===== config.mk =====
export PLATFORM = sky130hd
export DESIGN_NAME = hazard_scoreboard
export DESIGN_NICKNAME = d
export VERILOG_FILES = /design/src/rtl/hazard_scoreboard_pkg.sv /design/src/rtl/hazard_scoreboard_fwd_match.sv /design/src/rtl/hazard_scoreboard.sv
export SDC_FILE = /design/constraint.sdc
export NUM_CORES = 1
export LEC_CHECK = 0
export ABC_AREA = 1
export CORE_MARGIN = 10
export CORE_UTILIZATION = 37
export DETAILED_ROUTE_END_ITERATION = 12
export PLACE_DENSITY = 0.79
export SETUP_SLACK_MARGIN = 0.3
export SYNTH_ARGS = -nofsm -noshare
export SYNTH_HDL_FRONTEND = slang
export SYNTH_SLANG_ARGS = --single-unit

===== constraint.sdc =====
create_clock -name clk -period 1.35 [get_ports clk]
set_clock_uncertainty 0.1 [all_clocks]
set_input_delay 0.2025 -clock clk [delete_from_list [all_inputs] [get_ports clk]]
set_output_delay 0.2025 -clock clk [all_outputs]
set_load 0.01 [all_outputs]

===== src/rtl/hazard_scoreboard_pkg.sv =====
// Shared pipeline definitions: instruction encodings, hazard FSM states and
// forwarding-select codes used by the hazard scoreboard and its helpers.
package hazard_scoreboard_pkg;

  localparam int REG_AW = 5;
  localparam int CNT_W  = 2;

  typedef enum logic [6:0] {
    OP_LUI    = 7'b0110111,
    OP_AUIPC  = 7'b0010111,
    OP_JAL    = 7'b1101111,
    OP_JALR   = 7'b1100111,
    OP_BRANCH = 7'b1100011,
    OP_LOAD   = 7'b0000011,
    OP_STORE  = 7'b0100011,
    OP_OPIMM  = 7'b0010011,
    OP_OP     = 7'b0110011
  } opcode_t;

  typedef struct packed {
    opcode_t           opcode;
    logic [REG_AW-1:0] rd;
    logic [REG_AW-1:0] rs1;
    logic [REG_AW-1:0] rs2;
    logic              reg_write;
    logic              is_load;
  } instr_t;

  typedef enum logic [1:0] {
    ST_RUN      = 2'd0,
    ST_LD_WAIT  = 2'd1,
    ST_MEM_WAIT = 2'd2,
    ST_FLUSH    = 2'd3
  } state_t;

  typedef enum logic [1:0] {
    FWD_RF  = 2'b00,
    FWD_EX  = 2'b01,
    FWD_MEM = 2'b10,
    FWD_WB  = 2'b11
  } fwd_sel_t;

  // Counters stop at zero rather than wrapping to the maximum value.
  function automatic logic [CNT_W-1:0] sat_dec(input logic [CNT_W-1:0] cnt);
    logic [CNT_W-1:0] res;
    if (cnt == 2'd0) begin
      res = 2'd0;
    end else begin
      res = cnt - 2'd1;
    end
    return res;
  endfunction

endpackage


===== src/rtl/hazard_scoreboard_fwd_match.sv =====
// Per-source operand comparison: picks the youngest in-flight producer and
// flags a hit on a load still sitting in EX.
module fwd_match
  import hazard_scoreboard_pkg::*;
(
  input  logic [REG_AW-1:0] rs_addr,
  input  logic              rs_used,
  input  logic [REG_AW-1:0] ex_rd_addr,
  input  logic [REG_AW-1:0] mem_rd_addr,
  input  logic [REG_AW-1:0] wb_rd_addr,
  input  logic              ex_reg_write,
  input  logic              mem_reg_write,
  input  logic              wb_reg_write,
  input  logic              ex_is_load,
  output fwd_sel_t          fwd_sel,
  output logic              load_hit
);

  // Priority EX > MEM > WB; x0 is hard-wired zero and never forwards.
  always_comb begin
    fwd_sel  = FWD_RF;
    load_hit = 1'b0;
    if (rs_used && (rs_addr != 5'd0)) begin
      if (ex_reg_write && (rs_addr == ex_rd_addr)) begin
        fwd_sel  = FWD_EX;
        load_hit = ex_is_load;
      end else if (mem_reg_write && (rs_addr == mem_rd_addr)) begin
        fwd_sel = FWD_MEM;
      end else if (wb_reg_write && (rs_addr == wb_rd_addr)) begin
        fwd_sel = FWD_WB;
      end else begin
        fwd_sel = FWD_RF;
      end
    end else begin
      fwd_sel = FWD_RF;
    end
  end

endmodule


===== src/rtl/hazard_scoreboard.sv =====
// Pipeline hazard unit: operand forwarding selects plus a small FSM that
// sequences load-use stalls, memory-wait holds and redirect flushes.
module hazard_scoreboard
  import hazard_scoreboard_pkg::*;
#(
  parameter int NUM_SRC   = 2,
  parameter int LOAD_LAT  = 1,
  parameter int FLUSH_LEN = 1
) (
  input  logic                           clk,
  input  logic                           rst,
  input  logic [NUM_SRC-1:0][REG_AW-1:0] dec_rs_addr,
  input  logic [NUM_SRC-1:0]             dec_rs_used,
  input  logic [REG_AW-1:0]              ex_rd_addr,
  input  logic [REG_AW-1:0]              mem_rd_addr,
  input  logic [REG_AW-1:0]              wb_rd_addr,
  input  logic                           ex_regWrite,
  input  logic                           mem_regWrite,
  input  logic                           wb_regWrite,
  input  logic                           ex_is_load,
  input  logic                           mem_ready,
  input  logic                           redirect,
  output logic [NUM_SRC-1:0][1:0]        fwd_sel,
  output logic                           stall,
  output logic                           ex_bubble,
  output logic                           if_flush,
  output logic                           dec_flush,
  output logic [1:0]                     state
);

  localparam logic [CNT_W-1:0] LD_INIT = CNT_W'(LOAD_LAT - 1);
  localparam logic [CNT_W-1:0] FL_INIT = CNT_W'(FLUSH_LEN - 1);

  state_t           state_q, state_d;
  state_t           saved_q, saved_d;
  logic [CNT_W-1:0] ld_cnt_q, ld_cnt_d;
  logic [CNT_W-1:0] fl_cnt_q, fl_cnt_d;
  logic [NUM_SRC-1:0] load_hit_s;
  logic               load_use_s;

  for (genvar gi = 0; gi < NUM_SRC; gi++) begin : g_src
    fwd_sel_t sel_s;
    fwd_match u_match (
      .rs_addr       (dec_rs_addr[gi]),
      .rs_used       (dec_rs_used[gi]),
      .ex_rd_addr    (ex_rd_addr),
      .mem_rd_addr   (mem_rd_addr),
      .wb_rd_addr    (wb_rd_addr),
      .ex_reg_write  (ex_regWrite),
      .mem_reg_write (mem_regWrite),
      .wb_reg_write  (wb_regWrite),
      .ex_is_load    (ex_is_load),
      .fwd_sel       (sel_s),
      .load_hit      (load_hit_s[gi])
    );
    assign fwd_sel[gi] = sel_s;
  end

  // Several sources hitting the same load still yield a single stall sequence.
  assign load_use_s = |load_hit_s;
  assign state      = state_q;

  // State and counter registers.
  always_ff @(posedge clk) begin
    if (rst) begin
      state_q  <= ST_RUN;
      saved_q  <= ST_RUN;
      ld_cnt_q <= 2'd0;
      fl_cnt_q <= 2'd0;
    end else begin
      state_q  <= state_d;
      saved_q  <= saved_d;
      ld_cnt_q <= ld_cnt_d;
      fl_cnt_q <= fl_cnt_d;
    end
  end

  // Next state: memory hold freezes everything, then redirect, then load-use.
  always_comb begin
    state_d  = state_q;
    saved_d  = saved_q;
    ld_cnt_d = ld_cnt_q;
    fl_cnt_d = fl_cnt_q;
    if (!mem_ready) begin
      state_d = ST_MEM_WAIT;
      if (state_q != ST_MEM_WAIT) begin
        saved_d = state_q;
      end else begin
        saved_d = saved_q;
      end
    end else if (state_q == ST_MEM_WAIT) begin
      state_d = saved_q;
    end else if (redirect) begin
      ld_cnt_d = 2'd0;
      fl_cnt_d = FL_INIT;
      state_d  = (FLUSH_LEN > 1) ? ST_FLUSH : ST_RUN;
    end else begin
      case (state_q)
        ST_RUN: begin
          if (load_use_s) begin
            ld_cnt_d = LD_INIT;
            state_d  = (LOAD_LAT > 1) ? ST_LD_WAIT : ST_RUN;
          end else begin
            state_d = ST_RUN;
          end
        end
        ST_LD_WAIT: begin
          ld_cnt_d = sat_dec(ld_cnt_q);
          state_d  = (ld_cnt_q <= 2'd1) ? ST_RUN : ST_LD_WAIT;
        end
        ST_FLUSH: begin
          fl_cnt_d = sat_dec(fl_cnt_q);
          state_d  = (fl_cnt_q <= 2'd1) ? ST_RUN : ST_FLUSH;
        end
        default: begin
          state_d = ST_RUN;
        end
      endcase
    end
  end

  // Control outputs for the current cycle; reset silences all of them.
  always_comb begin
    stall     = 1'b0;
    ex_bubble = 1'b0;
    if_flush  = 1'b0;
    dec_flush = 1'b0;
    if (rst) begin
      stall = 1'b0;
    end else if (!mem_ready || (state_q == ST_MEM_WAIT)) begin
      stall = 1'b1;
    end else if (redirect) begin
      if_flush  = 1'b1;
      dec_flush = 1'b1;
    end else begin
      case (state_q)
        ST_RUN: begin
          stall     = load_use_s;
          ex_bubble = load_use_s;
        end
        ST_LD_WAIT: begin
          stall     = (ld_cnt_q != 2'd0);
          ex_bubble = (ld_cnt_q != 2'd0);
        end
        ST_FLUSH: begin
          if_flush  = 1'b1;
          dec_flush = 1'b1;
        end
        default: begin
          stall = 1'b0;
        end
      endcase
    end
  end

endmodule


==> run_results.csv, run 1 <==
group,metric,value,unit
floorplanning,die_y,71.16,µm
pwr,p_int,0.6575,mW
setup_path,r2r_slack,-350,ps
pwr,vdd_drop_max,0.7289,mV
pwr,leakage,1.088,nW
sta,max_freq,553.2,MHz
placed_design,dp_hpwl,3284,µm
global_route,grt_pass1_vias,1787,
drt,finalWirelength,6047,µm
floorplanning,fp.dieW,71.16,µm
floorplanning,dieArea,5064,µm²
sta,maxSlewHeadroom,0.8059,
yosys,syn_avg_cell_area,5.598,µm²
global_route,grt_max_degree,7,
setup_path,startpoint,"ex_rd_addr[1]",
run_status,status,"finished, violations left",
clocking,root_buffer,"clkbuf_4",
sta,final_hold_viol_count,0,
final_layout,utilization,0.8929,
sta,drv_slew,0,
floorplanning,initial_core_util,0.3909,
floorplanning,num_rows,18,
sta,setup_viol,12,
yosys,async_flop_share,0,
pwr,power,1.093,mW
global_route,grt_pass1_wl,8204,µm
setup_path,r2r_start,"state[0]",
clocking,cts_tree,"done",
placed_design,place_congestion,0.9895,
final_layout,layoutNonFillerInstCount,307,
clocking,cts_buffer_depth,2,
sta,min_period,1808,ps
clocking,clk_pin_slew,60,ps
drt,drt-vias-per-instance,5.808,
final_layout,fillers,116,
sta,min_period_over_period,1.339,
clocking,clock_sinks,8,
pwr,power_switching_share,0.3985,
global_route,overflow,0,
sta,finalSetupTns,-3341,ps
yosys,yosys_warnings,0,
sta,grt_setup_unrepaired,"true",
drt,drc,0,
floorplanning,ioPinCount,45,
yosys,yosysSeqAreaShare,0.1654,
yosys,ys.flop_type,"dfxtp_1",
pwr,clock_power_share,0.211,
pwr,p_sw,0.4355,mW
final_layout,drive_gt1_frac,0.6534,
sta,fin_ws,-457.6,ps
run,max_cap_violations,0,
pwr,power_frac_seq,0.234,
drt,wl_per_cell,19.70,µm
global_route,antenna_found_initial,0,
hold_path,hold_start,"mem_ready",
final_layout,syn_to_final_growth,128.4,%
final_layout,diodes,0,
placed_design,dp_cells,282,
drt,drtPass1Iterations,5,
drt,drtIter0Drc,157,
global_route,grt_usage,0.1942,
setup_path,cp_max_fo,3,
setup_path,crit_type,"input pin to primary output",
yosys,synth.ff_latch_count,8,
run_status,violations,"negative setup slack",
clocking,clkLatencyLatePin,280,ps
setup_path,critPathArrivalTime,1510,ps
clocking,cts_buffers,3,
pwr,p_comb_frac,0.555,
clocking,cts_max_level,1,
yosys,syn_area,968.4,µm²
setup_path,r2r_cells,12,
final_layout,nets,313,
yosys,ys_types,27,
sta,worstMarginPinSlew,291.2,ps
pwr,p_per_area,494.1,nW/µm²
yosys,synth_edf_count,0,
drt,vias,1783,
yosys,syn-num-nets,208,
setup_path,worstSetupEndpoint,"stall",
setup_path,worstReg2RegEnd,"ld_cnt_q[0]",
yosys,netlist_instances,173,
floorplanning,core,2477,µm²
placed_design,io_buffer_count,44,
setup_path,cp-end-kind,"primary output",
setup_path,crit_required,1050,ps
drt,ant_nets,0,
hold_path,hold_path.class,"input pin to flop",
setup_path,cp-start-kind,"input pin",
repair_timing:
| item | 4_1_cts | 5_1_grt |
|---|---|---|
| pin swaps | 46 | 37 |
| resized for setup | 217 | 55 |
| endpoints found under the setup margin | 18 | 16 |
| setup buffers | 18 | 3 |
| hold buffers | 0 | 0 |
| endpoints found under the hold margin | 0 | 0 |
| cloned | 0 | 0 |
worst min path at each step:
stage	end	slack (ps)	cells after the start
after floorplan	state[1]	160	1
after global placement	fl_cnt_q[0]	350	2
after detailed placement	fl_cnt_q[0]	360	2
after CTS	saved_q[0]	300	3
after global routing	saved_q[0]	310	3
final	saved_q[0]	300	3
per-stage QoR:
step                instance area, µm²  hold WS (ps)  setup slack [ps]
floorplan                         1031         161.9             17.10
global route                      2212         312.9            -547.7
finish                            2212         298.0            -457.6
detailed placement                1772         356.8             -1233
global placement                  1772         351.8             -1214
CTS                               2014         303.5            -320.3
power by group through the flow:
stage / clock [mW] / combinational [mW] / sequential [mW]
floorplan: 0 / 0.165 / 0.259
global placement: 0 / 0.418 / 0.257
detailed placement: 0 / 0.427 / 0.257
CTS: 0.223 / 0.498 / 0.252
global route: 0.252 / 0.638 / 0.256
finish: 0.230 / 0.607 / 0.256
layout make-up:
type | instances | area (µm²) | share of cell area
flip-flops and latches | 8 | 167.7 | 0.07579
inverters | 33 | 148.9 | 0.06731
repair buffers | 101 | 902.1 | 0.4078
clock buffers | 4 | 26.28 | 0.01188
multi-input cells | 131 | 929.6 | 0.4202
well taps | 30 | 37.54 | 0.01697
cell usage after synthesis, types with 2 or more instances:
master | number | area share
nor4_1 | 2 | 0.013
inv_1 | 25 | 0.097
nand2_1 | 39 | 0.15
inv_2 | 7 | 0.027
nand2b_1 | 2 | 0.013
o21ai_0 | 4 | 0.021
nor2_1 | 21 | 0.081
nand2_2 | 4 | 0.026
dfxtp_1 | 8 | 0.17
a21oi_1 | 11 | 0.057
nor3_1 | 4 | 0.021
nand4_1 | 4 | 0.026
nor2_2 | 2 | 0.013
nand3_1 | 12 | 0.062
xor2_1 | 9 | 0.081
o22ai_1 | 5 | 0.032
o21ai_1 | 4 | 0.021
layer usage:
| metal | wire length [µm] | vias to the layer above | GRT usage |
|---|---|---|---|
| met5 | 0 | - | 0 |
| met2 | 2963 | 164 | 0.3186 |
| li1 | - | 775 | - |
| met1 | 2086 | 803 | 0.2044 |
| met4 | 368 | 0 | 0.1290 |
| met3 | 629 | 41 | 0.06834 |
layout by cell type, fill, tap and decap left out, types with 2 or more instances in the layout:
master,n
dlygate4sd2_1,5
nand2_2,20
nor2_4,6
nand2_4,2
buf_8,6
xor2_1,7
clkbuf_4,3
inv_1,11
nor2_1,14
nor2_2,3
nand3_4,2
nand3_1,6
a21oi_4,2
nand3_2,5
nand4_1,4
buf_2,11
a21oi_1,4
xor2_2,2
nor3_1,3
dfxtp_1,6
o21ai_1,2
o21ai_2,5
o22ai_1,5
inv_6,2
nor4_2,2
inv_4,4
clkbuf_2,2
buf_4,46
dfxtp_4,2
a21oi_2,7
inv_2,15
nand2_1,21
buf_6,26
clkdlybuf4s15_2,2
cells by family (layout without fill, tap and decap cells):
logic type	count (synthesis)	count (layout)	share of synthesized area
AOI/OAI and AO/OA	30	30	0.1912
xor gates and xnor gates	9	9	0.08140
buffers and inverters	34	138	0.1357
DFF	8	8	0.1654
and+or+nand+nor	92	92	0.4264
worst max-delay path, stage by stage:
cell and delay [ps]:
buf_4 130, nand2_1 80, o21ai_1 100, nor2_1 220
nand3_2 130, nand2_2 110, nand3_2 70, nand2_2 90
nand2_4 60, a21oi_2 150, buf_2 160
sequential cells by signal (all words and copies together) (netlist names):
| register | count |
|---|---|
| fl_cnt_q | 2 |
| ld_cnt_q | 2 |
| saved_q | 2 |
| state | 2 |
No activity file was read; power rests on OpenSTA's default activity.
==> inputs of run 2 (changes only) <==
--- a/config.mk
+++ b/config.mk
@@ -9,7 +9,7 @@
 export CORE_MARGIN = 10
 export CORE_UTILIZATION = 37
 export DETAILED_ROUTE_END_ITERATION = 12
-export PLACE_DENSITY = 0.79
+export PLACE_DENSITY = 0.81
 export SETUP_SLACK_MARGIN = 0.3
 export SYNTH_ARGS = -nofsm -noshare
 export SYNTH_HDL_FRONTEND = slang
==> constraint.sdc (replaced) <==
create_clock -name clk -period 1.35 [get_ports clk]
set_clock_uncertainty 0.1 [all_clocks]
set_input_delay 0.2025 -clock clk [delete_from_list [all_inputs] [get_ports clk]]
set_output_delay 0.2025 -clock clk [all_outputs]
set_load 0.02 [all_outputs]
==> run_results.csv, run 2 (synthesis results as in run 1) <==
group,metric,value,unit
drt,ant_nets,0,
floorplanning,die_y,71.16,µm
drt,drtPass1Iterations,5,
clocking,clock_sinks,8,
floorplanning,ioPinCount,45,
sta,max_freq,535.0,MHz
setup_path,critPathArrivalTime,1570,ps
floorplanning,initial_core_util,0.3909,
global_route,antenna_found_initial,0,
clocking,cts_tree,"done",
final_layout,nets,322,
global_route,grt_pass1_vias,1761,
clocking,clk_pin_slew,60,ps
sta,maxSlewHeadroom,0.7748,
sta,worstMarginPinSlew,336.6,ps
clocking,cts_max_level,1,
clocking,root_buffer,"clkbuf_4",
pwr,p_per_area,490.4,nW/µm²
hold_path,hold_path.class,"flop to flop",
setup_path,crit_required,1050,ps
pwr,leakage,1.158,nW
sta,fin_ws,-519.1,ps
sta,min_period,1869,ps
placed_design,io_buffer_count,44,
sta,final_hold_viol_count,0,
pwr,power,1.181,mW
clocking,cts_buffers,3,
drt,wl_per_cell,24.97,µm
drt,drtIter0Drc,217,
pwr,vdd_drop_max,0.7718,mV
hold_path,min_path_cells,2,
clocking,cts_buffer_depth,2,
floorplanning,dieArea,5064,µm²
sta,drv_slew,0,
drt,drc,0,
final_layout,layout.cells.most_common,"buf_4",
global_route,grt_pass1_wl,8155,µm
placed_design,place_congestion,0.8893,
floorplanning,num_rows,18,
run,max_cap_violations,0,
drt,finalWirelength,7892,µm
placed_design,dp_hpwl,3112,µm
run_status,status,"finished, violations left",
clocking,clkLatencyLatePin,270,ps
placed_design,dp_slack,-1304,ps
sta,grt_setup_unrepaired,"true",
sta,setup_viol,15,
drt,vias,2002,
setup_path,cp-start-kind,"input pin",
setup_path,r2r_cells,8,
run_status,violations,"negative setup slack",
global_route,grt_usage,0.1934,
floorplanning,fp.dieW,71.16,µm
final_layout,layout_common_cells,"49 x buf_4, 36 x buf_6, 22 x nand2_2",
setup_path,crit_type,"input pin to primary output",
global_route,overflow,0,
sta,timing.hold.ws,396.0,ps
floorplanning,core,2477,µm²
final_layout,syn_to_final_growth,148.7,%
final_layout,drive_gt1_frac,0.7168,
setup_path,cp_max_fo,4,
final_layout,diodes,0,
drt,drt-vias-per-instance,6.335,
sta,min_period_over_period,1.385,
global_route,grt_max_degree,7,
setup_path,cp-end-kind,"primary output",
run 2: path summary, 6_finish.rpt:
path / startpoint / to / slack (ps)
setup / recovery: dec_rs_addr[0] / stall / -520
setup reg to reg: state[0] / ld_cnt_q[0] / -270
hold reg to reg: fl_cnt_q[0] / fl_cnt_q[0] / 400
hold / removal: fl_cnt_q[0] / fl_cnt_q[0] / 400
run 2: through the flow:
stage / util / instances / area (µm²) / TNS, ps
after floorplan: - / 173 / 1054 / -87.88
after global placement: 0.7197 / 281 / 1783 / -10590
after detailed placement: 0.7197 / 281 / 1783 / -11050
after CTS: 0.8394 / 307 / 2079 / -2204
after global routing: 0.9722 / 316 / 2409 / -4745
final: 0.9722 / 316 / 2409 / -4221
run 2: what timing repair did:
item                       in CTS  in global routing
resized for setup             230                 78
setup endpoints to repair      18                 17
hold buffers                    0                  0
gates cloned                    0                  0
pin swaps                      39                 36
setup buffers                  22                  9
run 2: layout make-up:
| class | count | area (µm²) |
|---|---|---|
| Sequential cell | 8 | 167.7 |
| Clock buffer | 4 | 26.28 |
| Inverter | 33 | 153.9 |
| Timing Repair Buffer | 110 | 997.2 |
| Multi-Input combinational cell | 131 | 1026 |
| Fill cell | 39 | 68.82 |
| Tap cell | 30 | 37.54 |
run 2: per-layer routing:
layer	routed length, µm	share of wire	vias up	track usage
met4	762	0.097	0	0.07527
met1	2566	0.33	908	0.1951
met5	0	0	-	0
li1	-	-	798	-
met2	3621	0.46	214	0.3500
met3	941	0.12	82	0.07113
run 2: critical path, cell delays in order:
cell     delay, ps
buf_4          140
nor2_1         290
nand3_2        120
nand2_2        110
inv_2           50
nand3_2        100
nand2_2         90
nand3_2         70
nand2_1         70
nand2_2        110
a21oi_4         70
buf_6          130
run 2: power by group:
group	leakage (nW)	internal, mW	switching (mW)
clock	0.0150	0.114	0.109
sequential	0.0666	0.243	0.0141
combinational	1.08	0.323	0.377
==> inputs of run 3 (changes only) <==
--- a/config.mk
+++ b/config.mk
@@ -9,6 +9,7 @@
 export CORE_MARGIN = 10
 export CORE_UTILIZATION = 37
 export DETAILED_ROUTE_END_ITERATION = 12
+export GPL_ROUTABILITY_DRIVEN = 0
 export PLACE_DENSITY = 0.81
 export SETUP_SLACK_MARGIN = 0.3
 export SYNTH_ARGS = -nofsm -noshare
==> results of run 3 <==
The final DEF is identical to that of run 2; final timing and power are the same.
